--- src/rtl/cam_cfg_sequencer.sv ---
// cam_cfg_sequencer: walks a configuration table and issues serial-engine
// transfers, interleaving single host transfers at entry boundaries.
// Optional feature macro: CAM_CFG_TIMEOUT_EN (WAIT_HI watchdog, 16 cycles).
//
// state    | meaning
// ---------+--------------------------------------------------------------
// IDLE     | no run active; serves a pending host request or starts a run
// FETCH    | tbl_addr presented; pending host request takes priority here
// DECODE   | tbl_data sampled and dispatched (XFER/DELAY/NOP/END)
// ISSUE    | eng_start high for this single cycle
// WAIT_HI  | waiting for the engine to raise eng_busy
// WAIT_LO  | waiting for the engine to drop eng_busy (transfer end)
// DELAY    | down-counting a table delay entry
module cam_cfg_sequencer #(
  parameter int TBL_AW = 8,
  parameter int DLY_W  = 16
) (
  input  logic              clk,
  input  logic              rstn,
  input  logic              init_go,
  output logic              init_done,
  output logic              init_err,
  output logic [TBL_AW-1:0] tbl_addr,
  input  logic [31:0]       tbl_data,
  input  logic              host_start,
  input  logic [31:0]       host_dataout,
  input  logic [1:0]        host_wr,
  output logic              host_busy,
  output logic [31:0]       host_datain,
  output logic              eng_start,
  input  logic              eng_busy,
  output logic [31:0]       eng_dataout,
  output logic [1:0]        eng_wr,
  input  logic [31:0]       eng_datain
);

  typedef enum logic [2:0] {
    IDLE, FETCH, DECODE, ISSUE, WAIT_HI, WAIT_LO, DELAY
  } state_e;

  state_e              state_q, state_d;
  logic [TBL_AW-1:0]   tbl_addr_q, tbl_addr_d;
  logic                init_done_q, init_done_d;
  logic                init_err_q, init_err_d;
  logic                run_q, run_d;
  logic                pend_q, pend_d;
  logic                host_act_q, host_act_d;
  logic                host_busy_q, host_busy_d;
  logic [31:0]         host_dat_q, host_dat_d;
  logic [1:0]          host_wr_q, host_wr_d;
  logic [31:0]         host_datain_q, host_datain_d;
  logic                eng_start_q, eng_start_d;
  logic [31:0]         eng_dataout_q, eng_dataout_d;
  logic [1:0]          eng_wr_q, eng_wr_d;
  logic [DLY_W-1:0]    dly_cnt_q, dly_cnt_d;
`ifdef CAM_CFG_TIMEOUT_EN
  logic [3:0]          to_cnt_q, to_cnt_d;
`endif

  logic advance, xfer_end, timed_out;
  logic unused_bits;

  // entry bits 27:24 carry no meaning for any opcode
  assign unused_bits = ^tbl_data[27:24];

  // next-state and output computation for the sequencer
  always_comb begin
    state_d       = state_q;
    tbl_addr_d    = tbl_addr_q;
    init_done_d   = init_done_q;
    init_err_d    = init_err_q;
    run_d         = run_q;
    pend_d        = pend_q;
    host_act_d    = host_act_q;
    host_dat_d    = host_dat_q;
    host_wr_d     = host_wr_q;
    host_datain_d = host_datain_q;
    eng_start_d   = 1'b0;
    eng_dataout_d = eng_dataout_q;
    eng_wr_d      = eng_wr_q;
    dly_cnt_d     = dly_cnt_q;
`ifdef CAM_CFG_TIMEOUT_EN
    to_cnt_d      = to_cnt_q;
`endif
    advance       = 1'b0;
    xfer_end      = 1'b0;
    timed_out     = 1'b0;

    // host_busy_q already covers pending and active, so a held request blocks new ones
    if (host_start && !host_busy_q) begin
      pend_d     = 1'b1;
      host_dat_d = host_dataout;
      host_wr_d  = host_wr;
    end

    case (state_q)
      IDLE: begin
        // a run started here still reaches FETCH, where a same-cycle host request wins
        if (init_go) begin
          init_done_d = 1'b0;
          init_err_d  = 1'b0;
          tbl_addr_d  = '0;
          run_d       = 1'b1;
          state_d     = FETCH;
        end else if (pend_q) begin
          eng_dataout_d = host_dat_q;
          eng_wr_d      = host_wr_q;
          host_act_d    = 1'b1;
          pend_d        = 1'b0;
          eng_start_d   = 1'b1;
          state_d       = ISSUE;
        end
      end
      FETCH: begin
        if (pend_q) begin
          eng_dataout_d = host_dat_q;
          eng_wr_d      = host_wr_q;
          host_act_d    = 1'b1;
          pend_d        = 1'b0;
          eng_start_d   = 1'b1;
          state_d       = ISSUE;
        end else begin
          state_d = DECODE;
        end
      end
      DECODE: begin
        case (tbl_data[31:30])
          2'b00: begin
            eng_wr_d      = tbl_data[29:28];
            eng_dataout_d = {8'h00, tbl_data[23:0]};
            host_act_d    = 1'b0;
            eng_start_d   = 1'b1;
            state_d       = ISSUE;
          end
          2'b01: begin
            if (tbl_data[DLY_W-1:0] == '0) begin
              advance = 1'b1;
            end else begin
              dly_cnt_d = tbl_data[DLY_W-1:0];
              state_d   = DELAY;
            end
          end
          2'b11: begin
            init_done_d = 1'b1;
            run_d       = 1'b0;
            state_d     = IDLE;
          end
          default: advance = 1'b1;
        endcase
      end
      ISSUE: begin
`ifdef CAM_CFG_TIMEOUT_EN
        to_cnt_d = 4'd15;
`endif
        state_d = WAIT_HI;
      end
      WAIT_HI: begin
        if (eng_busy) begin
          state_d = WAIT_LO;
        end
`ifdef CAM_CFG_TIMEOUT_EN
        else if (to_cnt_q == 4'd0) begin
          xfer_end  = 1'b1;
          timed_out = 1'b1;
        end else begin
          to_cnt_d = to_cnt_q - 4'd1;
        end
`endif
      end
      WAIT_LO: begin
        if (!eng_busy) xfer_end = 1'b1;
      end
      DELAY: begin
        if (dly_cnt_q == DLY_W'(1)) advance = 1'b1;
        else dly_cnt_d = dly_cnt_q - DLY_W'(1);
      end
      default: state_d = IDLE;
    endcase

    if (xfer_end) begin
      if (host_act_q) begin
        host_datain_d = eng_datain;
        host_act_d    = 1'b0;
        state_d       = run_q ? FETCH : IDLE;
      end else begin
        advance = 1'b1;
        if (timed_out) init_err_d = 1'b1;
      end
    end

    // the last table slot terminates the run instead of wrapping to 0
    if (advance) begin
      if (tbl_addr_q == {TBL_AW{1'b1}}) begin
        init_done_d = 1'b1;
        run_d       = 1'b0;
        state_d     = IDLE;
      end else begin
        tbl_addr_d = tbl_addr_q + 1'b1;
        state_d    = FETCH;
      end
    end

    host_busy_d = pend_d | host_act_d;
  end

  // state and registered outputs, cleared asynchronously
  always_ff @(posedge clk or negedge rstn) begin
    if (!rstn) begin
      state_q       <= IDLE;
      tbl_addr_q    <= '0;
      init_done_q   <= 1'b0;
      init_err_q    <= 1'b0;
      run_q         <= 1'b0;
      pend_q        <= 1'b0;
      host_act_q    <= 1'b0;
      host_busy_q   <= 1'b0;
      host_dat_q    <= '0;
      host_wr_q     <= '0;
      host_datain_q <= '0;
      eng_start_q   <= 1'b0;
      eng_dataout_q <= '0;
      eng_wr_q      <= '0;
      dly_cnt_q     <= '0;
`ifdef CAM_CFG_TIMEOUT_EN
      to_cnt_q      <= '0;
`endif
    end else begin
      state_q       <= state_d;
      tbl_addr_q    <= tbl_addr_d;
      init_done_q   <= init_done_d;
      init_err_q    <= init_err_d;
      run_q         <= run_d;
      pend_q        <= pend_d;
      host_act_q    <= host_act_d;
      host_busy_q   <= host_busy_d;
      host_dat_q    <= host_dat_d;
      host_wr_q     <= host_wr_d;
      host_datain_q <= host_datain_d;
      eng_start_q   <= eng_start_d;
      eng_dataout_q <= eng_dataout_d;
      eng_wr_q      <= eng_wr_d;
      dly_cnt_q     <= dly_cnt_d;
`ifdef CAM_CFG_TIMEOUT_EN
      to_cnt_q      <= to_cnt_d;
`endif
    end
  end

  assign tbl_addr    = tbl_addr_q;
  assign init_done   = init_done_q;
  assign init_err    = init_err_q;
  assign host_busy   = host_busy_q;
  assign host_datain = host_datain_q;
  assign eng_start   = eng_start_q;
  assign eng_dataout = eng_dataout_q;
  assign eng_wr      = eng_wr_q;

endmodule

--- config.mk ---
export PLATFORM = sky130hd
export DESIGN_NAME = cam_cfg_sequencer
export DESIGN_NICKNAME = d
export VERILOG_FILES = /design/src/rtl/cam_cfg_sequencer.sv
export SDC_FILE = /design/constraint.sdc
export NUM_CORES = 1
export LEC_CHECK = 0
export ABC_AREA = 1
export CORE_UTILIZATION = 49
export CTS_BUF_LIST = sky130_fd_sc_hd__clkbuf_8
export CTS_CLUSTER_DIAMETER = 120
export DETAILED_ROUTE_END_ITERATION = 8
export PLACE_DENSITY = 0.91
export SYNTH_ARGS = -nofsm -noshare
export SYNTH_HDL_FRONTEND = slang
export SYNTH_SLANG_ARGS = --single-unit
--- constraint.sdc ---
create_clock -name clk -period 1.7 [get_ports clk]
set_input_delay 0.425 -clock clk [delete_from_list [all_inputs] [get_ports clk]]
set_output_delay 0.425 -clock clk [all_outputs]
set_load 0.1 [all_outputs]
==> results.txt <==
----------------------------------------------------
[Synth]
  YS warnings ... 0
  Most frequent cell after synthesis ... sky130_fd_sc_hd__nand2_1
  Synth Area per Inst ... 8.013 um^2
  Seq/Total Area, Yosys ... 54.01%
  Fraction of registers with async set or reset after synthesis ... 100.0%
  Largest area contributor in the netlist ... sky130_fd_sc_hd__dfrtp_1
  Largest cells by area after synthesis ... sky130_fd_sc_hd__dfrtp_1 54%, sky130_fd_sc_hd__nand2_1 20%, sky130_fd_sc_hd__nor2_1 4.4%
  Top cells by count, synth ... 325 x sky130_fd_sc_hd__nand2_1, 133 x sky130_fd_sc_hd__dfrtp_1, 73 x sky130_fd_sc_hd__nor2_1, 43 x sky130_fd_sc_hd__inv_1, 37 x sky130_fd_sc_hd__o21ai_0
  Post-synthesis instance total ... 769
  Count of distinct cell types in the synthesized netlist ... 34
  Area fraction of the dominant cell type after synthesis ... 54.01%
  Number of synthesized flops with an enable pin ... 0
  Syn_nets ... 879
  Flops & latches, synth ... 133
  Synthesized cell area ... 6162 um^2
  Prevailing post-synth register cell ... sky130_fd_sc_hd__dfrtp_1

[GRT]
  Antenna violations before repair ... 0
  Vias in the first global route ... 6315
  Pin count of the biggest net entering global routing ... 70
  Remaining global-route overflow ... 0
  GRT Overall Usage ... 30.32%
  Wire length of the first global-routing pass ... 30170 um

[Job]
  Max_cap viols ... 0

[Floorplanning]
  Number of primary I/O pins ... 181
  Area of the core ... 12110 um^2
  Number of cell rows ... 40
  Initial core utilization ... 50.88%
  Area of the die ... 13030 um^2
  Die Span X ... 114.1 um
  Y dimension of the die ... 114.1 um

[Setup path]
  Destination of the worst register-to-register timing path ... tbl_addr[7]
  Type of element launching the critical path ... flip-flop
  R2R depth ... 12
  Arrival time of the worst setup path ... 2120 ps
  Cell with the largest stage delay on the worst path ... sky130_fd_sc_hd__dfrtp_1
  Critical path class ... flip-flop to flip-flop
  Setup crit end kind ... flip-flop
  Crit Reg-Reg Startpoint ... state_q[1]
  Worst Path Required ... 2040 ps
  Largest fanout on the critical path ... 6
  Critical path's most frequent cell ... sky130_fd_sc_hd__inv_2
  Sequence of cells on the critical path ... inv_2, nor2_4, inv_2, nor2_4, inv_2, nor2_2, nand2_1, nand3_2, nand2_4, buf_6, nand3_1, nand2_1
  CP max stage delay ... 440 ps
  Slack of the worst reg-to-reg path ... -80 ps

[STA]
  Min Clock Period, post-route ... 1781 ps
  Post-route clock period utilization ... 104.7%
  Unrepaired setup endpoints after global routing ... true
  Final setup vio count ... 16
  Clock skew ... 10.53 ps
  Number of max-slew violations in the final report ... 0
  Achievable clock frequency ... 561.6 MHz
  Slack of the critical path ... -80.53 ps
  Number of hold violations in the final report ... 0

[Pwr]
  Overall Power ... 0.02309 W
  Leakage power of the design ... 4.781 nW
  Largest vdd supply drop ... 1.788 mV
  Pwr per Cell Area ... 2306 nW/um^2

[Clocking]
  Cts bufs inserted ... 17
  Clk Tree Root Cell ... sky130_fd_sc_hd__clkbuf_8
  H-tree levels ... 4
  Count of clock tree sinks ... 133
  Clock transition at path regs ... 80 ps
  CTS tree ... yes
  Longest Clk Path Bufs ... 2
  Clock insertion delay at the later pin of the skew report ... 450 ps

[Status]
  Violated checks ... setup timing
  Status ... finished, violations left

[Drt]
  Vias after detailed routing ... 6266
  Violation count after the first detailed-route iteration ... 543
  Number of design rule violations left after detail routing ... 0
  Total Wirelength ... 19980 um
  Via count normalized by instance count ... 5.301
  Remaining antenna violation count ... 0
  Average detailed-routed wire length per instance ... 16.90 um
  Number of iterations in the first detailed-routing pass ... 5

[Placement]
  Number of buffer cells added on primary ports ... 175
  RD Place Congestion ... 0.9227
  Cell area after placement ... 9241 um^2
  Half-perimeter wire length of the detailed placement result ... 13330 um
  DP Worst Slack ... -647.8 ps

[Finish]
  Final core utilization ... 82.69%
  Finished layout cell area ... 10010 um^2
  Final net count ... 1111
  Layout cell share with drive strength beyond 1 ... 22.58%
  Total area of multi-input combinational cells ... 2629 um^2
  Fill count ... 701
  Area delta synth->final ... 62.52%
  Area occupied by registers ... 3343 um^2
  Number of antenna cells inserted ... 0

[Hold path]
  HP Class ... input port to async pin

----------------------------------------------------
[metal layers]
metal	routed length [um]	vias up	track usage, %
li1	-	2882	-
met1	7378	2967	34.73
met2	9976	347	51.96
met3	1810	70	9.317
met4	811	0	14.11
met5	0	-	0
[power by group]
group	switching, W	leakage (nW)	internal (W)
clock network	0.00121	0.232	0.00173
logic	0.00914	2.92	0.00503
registers	0.00136	1.62	0.00461
[registers in the layout, summed over array words and instances (netlist names)]
| signal | count |
|---|---|
| host_wr_q | 2 |
| dly_cnt_q | 16 |
| host_dat_q | 32 |
| tbl_addr | 8 |
| eng_wr | 2 |
| eng_start | 1 |
| host_busy | 1 |
| host_datain | 32 |
| eng_dataout | 32 |
| host_act_q | 1 |
| state_q | 3 |
| pend_q | 1 |
| run_q | 1 |
| init_done | 1 |
[what timing repair did]
action / in CTS / in global routing
pin swaps: 4 / 9
endpoints found under the hold margin: 25 / 0
endpoints found under the setup margin: 15 / 64
gates resized for setup: 8 / 29
hold buffers: 1 / 0
cloned: 0 / 4
setup buffers: 2 / 10
[worst max path at each step]
| stage | to | from | cells past startpoint | slack [ps] |
|---|---|---|---|---|
| after floorplan | tbl_addr[5] | tbl_addr[0] | 8 | -100 |
| after global placement | tbl_addr[7] | tbl_data[30] | 11 | -430 |
| after detailed placement | tbl_addr[1] | tbl_data[30] | 11 | -650 |
| after CTS | tbl_addr[0] | tbl_addr[0] | 2 | 8 |
| after global routing | state_q[2] | state_q[1] | 10 | -180 |
| final | tbl_addr[7] | state_q[1] | 12 | -80 |
[cell type report]
type / instances / area share, %
clock buffer: 21 / 2.886
sequential: 133 / 33.38
timing repair buffer: 244 / 31.81
tap: 168 / 2.099
inverter: 50 / 1.962
clock inverter: 11 / 1.562
multi-input combinational: 554 / 26.25
timing repair inverter: 1 / 0.04998
[worst max-delay path, delay by kind of cell (launching register included)]
kind,cells,cell delay [ps]
AND/OR/NAND/NOR,8,870
flip-flops,1,440
buffers and inverters,4,360
[per-stage QoR]
stage	std cells	TNS, ps	hold WS [ps]
finish	1182	-450.4	405.0
global route	1182	-4529	413.7
CTS	1168	0	396.9
detailed placement	1133	-26540	316.0
global placement	1133	-18460	315.4
floorplan	769	-712.4	129.4
[cell families after synthesis]
logic type	count (synthesis)	share of synthesized area [%]
compound gates	86	7.838
flops	133	54.01
simple gates	448	29.14
buf+inv	82	5.827
xor+xnor	12	1.706
fa+ha+maj	7	1.421
other cells	1	0.06086
[layout by cell type, fill, tap and decap left out, types with 11 or more instances in the layout]
master and count:
sky130_fd_sc_hd__nand2_1 324, sky130_fd_sc_hd__dfrtp_1 125, sky130_fd_sc_hd__clkdlybuf4s50_1 97, sky130_fd_sc_hd__buf_12 84, sky130_fd_sc_hd__nor2_1 69, sky130_fd_sc_hd__buf_4 54, sky130_fd_sc_hd__inv_1 42, sky130_fd_sc_hd__o21ai_0 36
sky130_fd_sc_hd__a31oi_1 26, sky130_fd_sc_hd__clkbuf_8 21, sky130_fd_sc_hd__nand3_1 19, sky130_fd_sc_hd__o21ai_1 11
No activity file was read; power rests on OpenSTA's default activity.
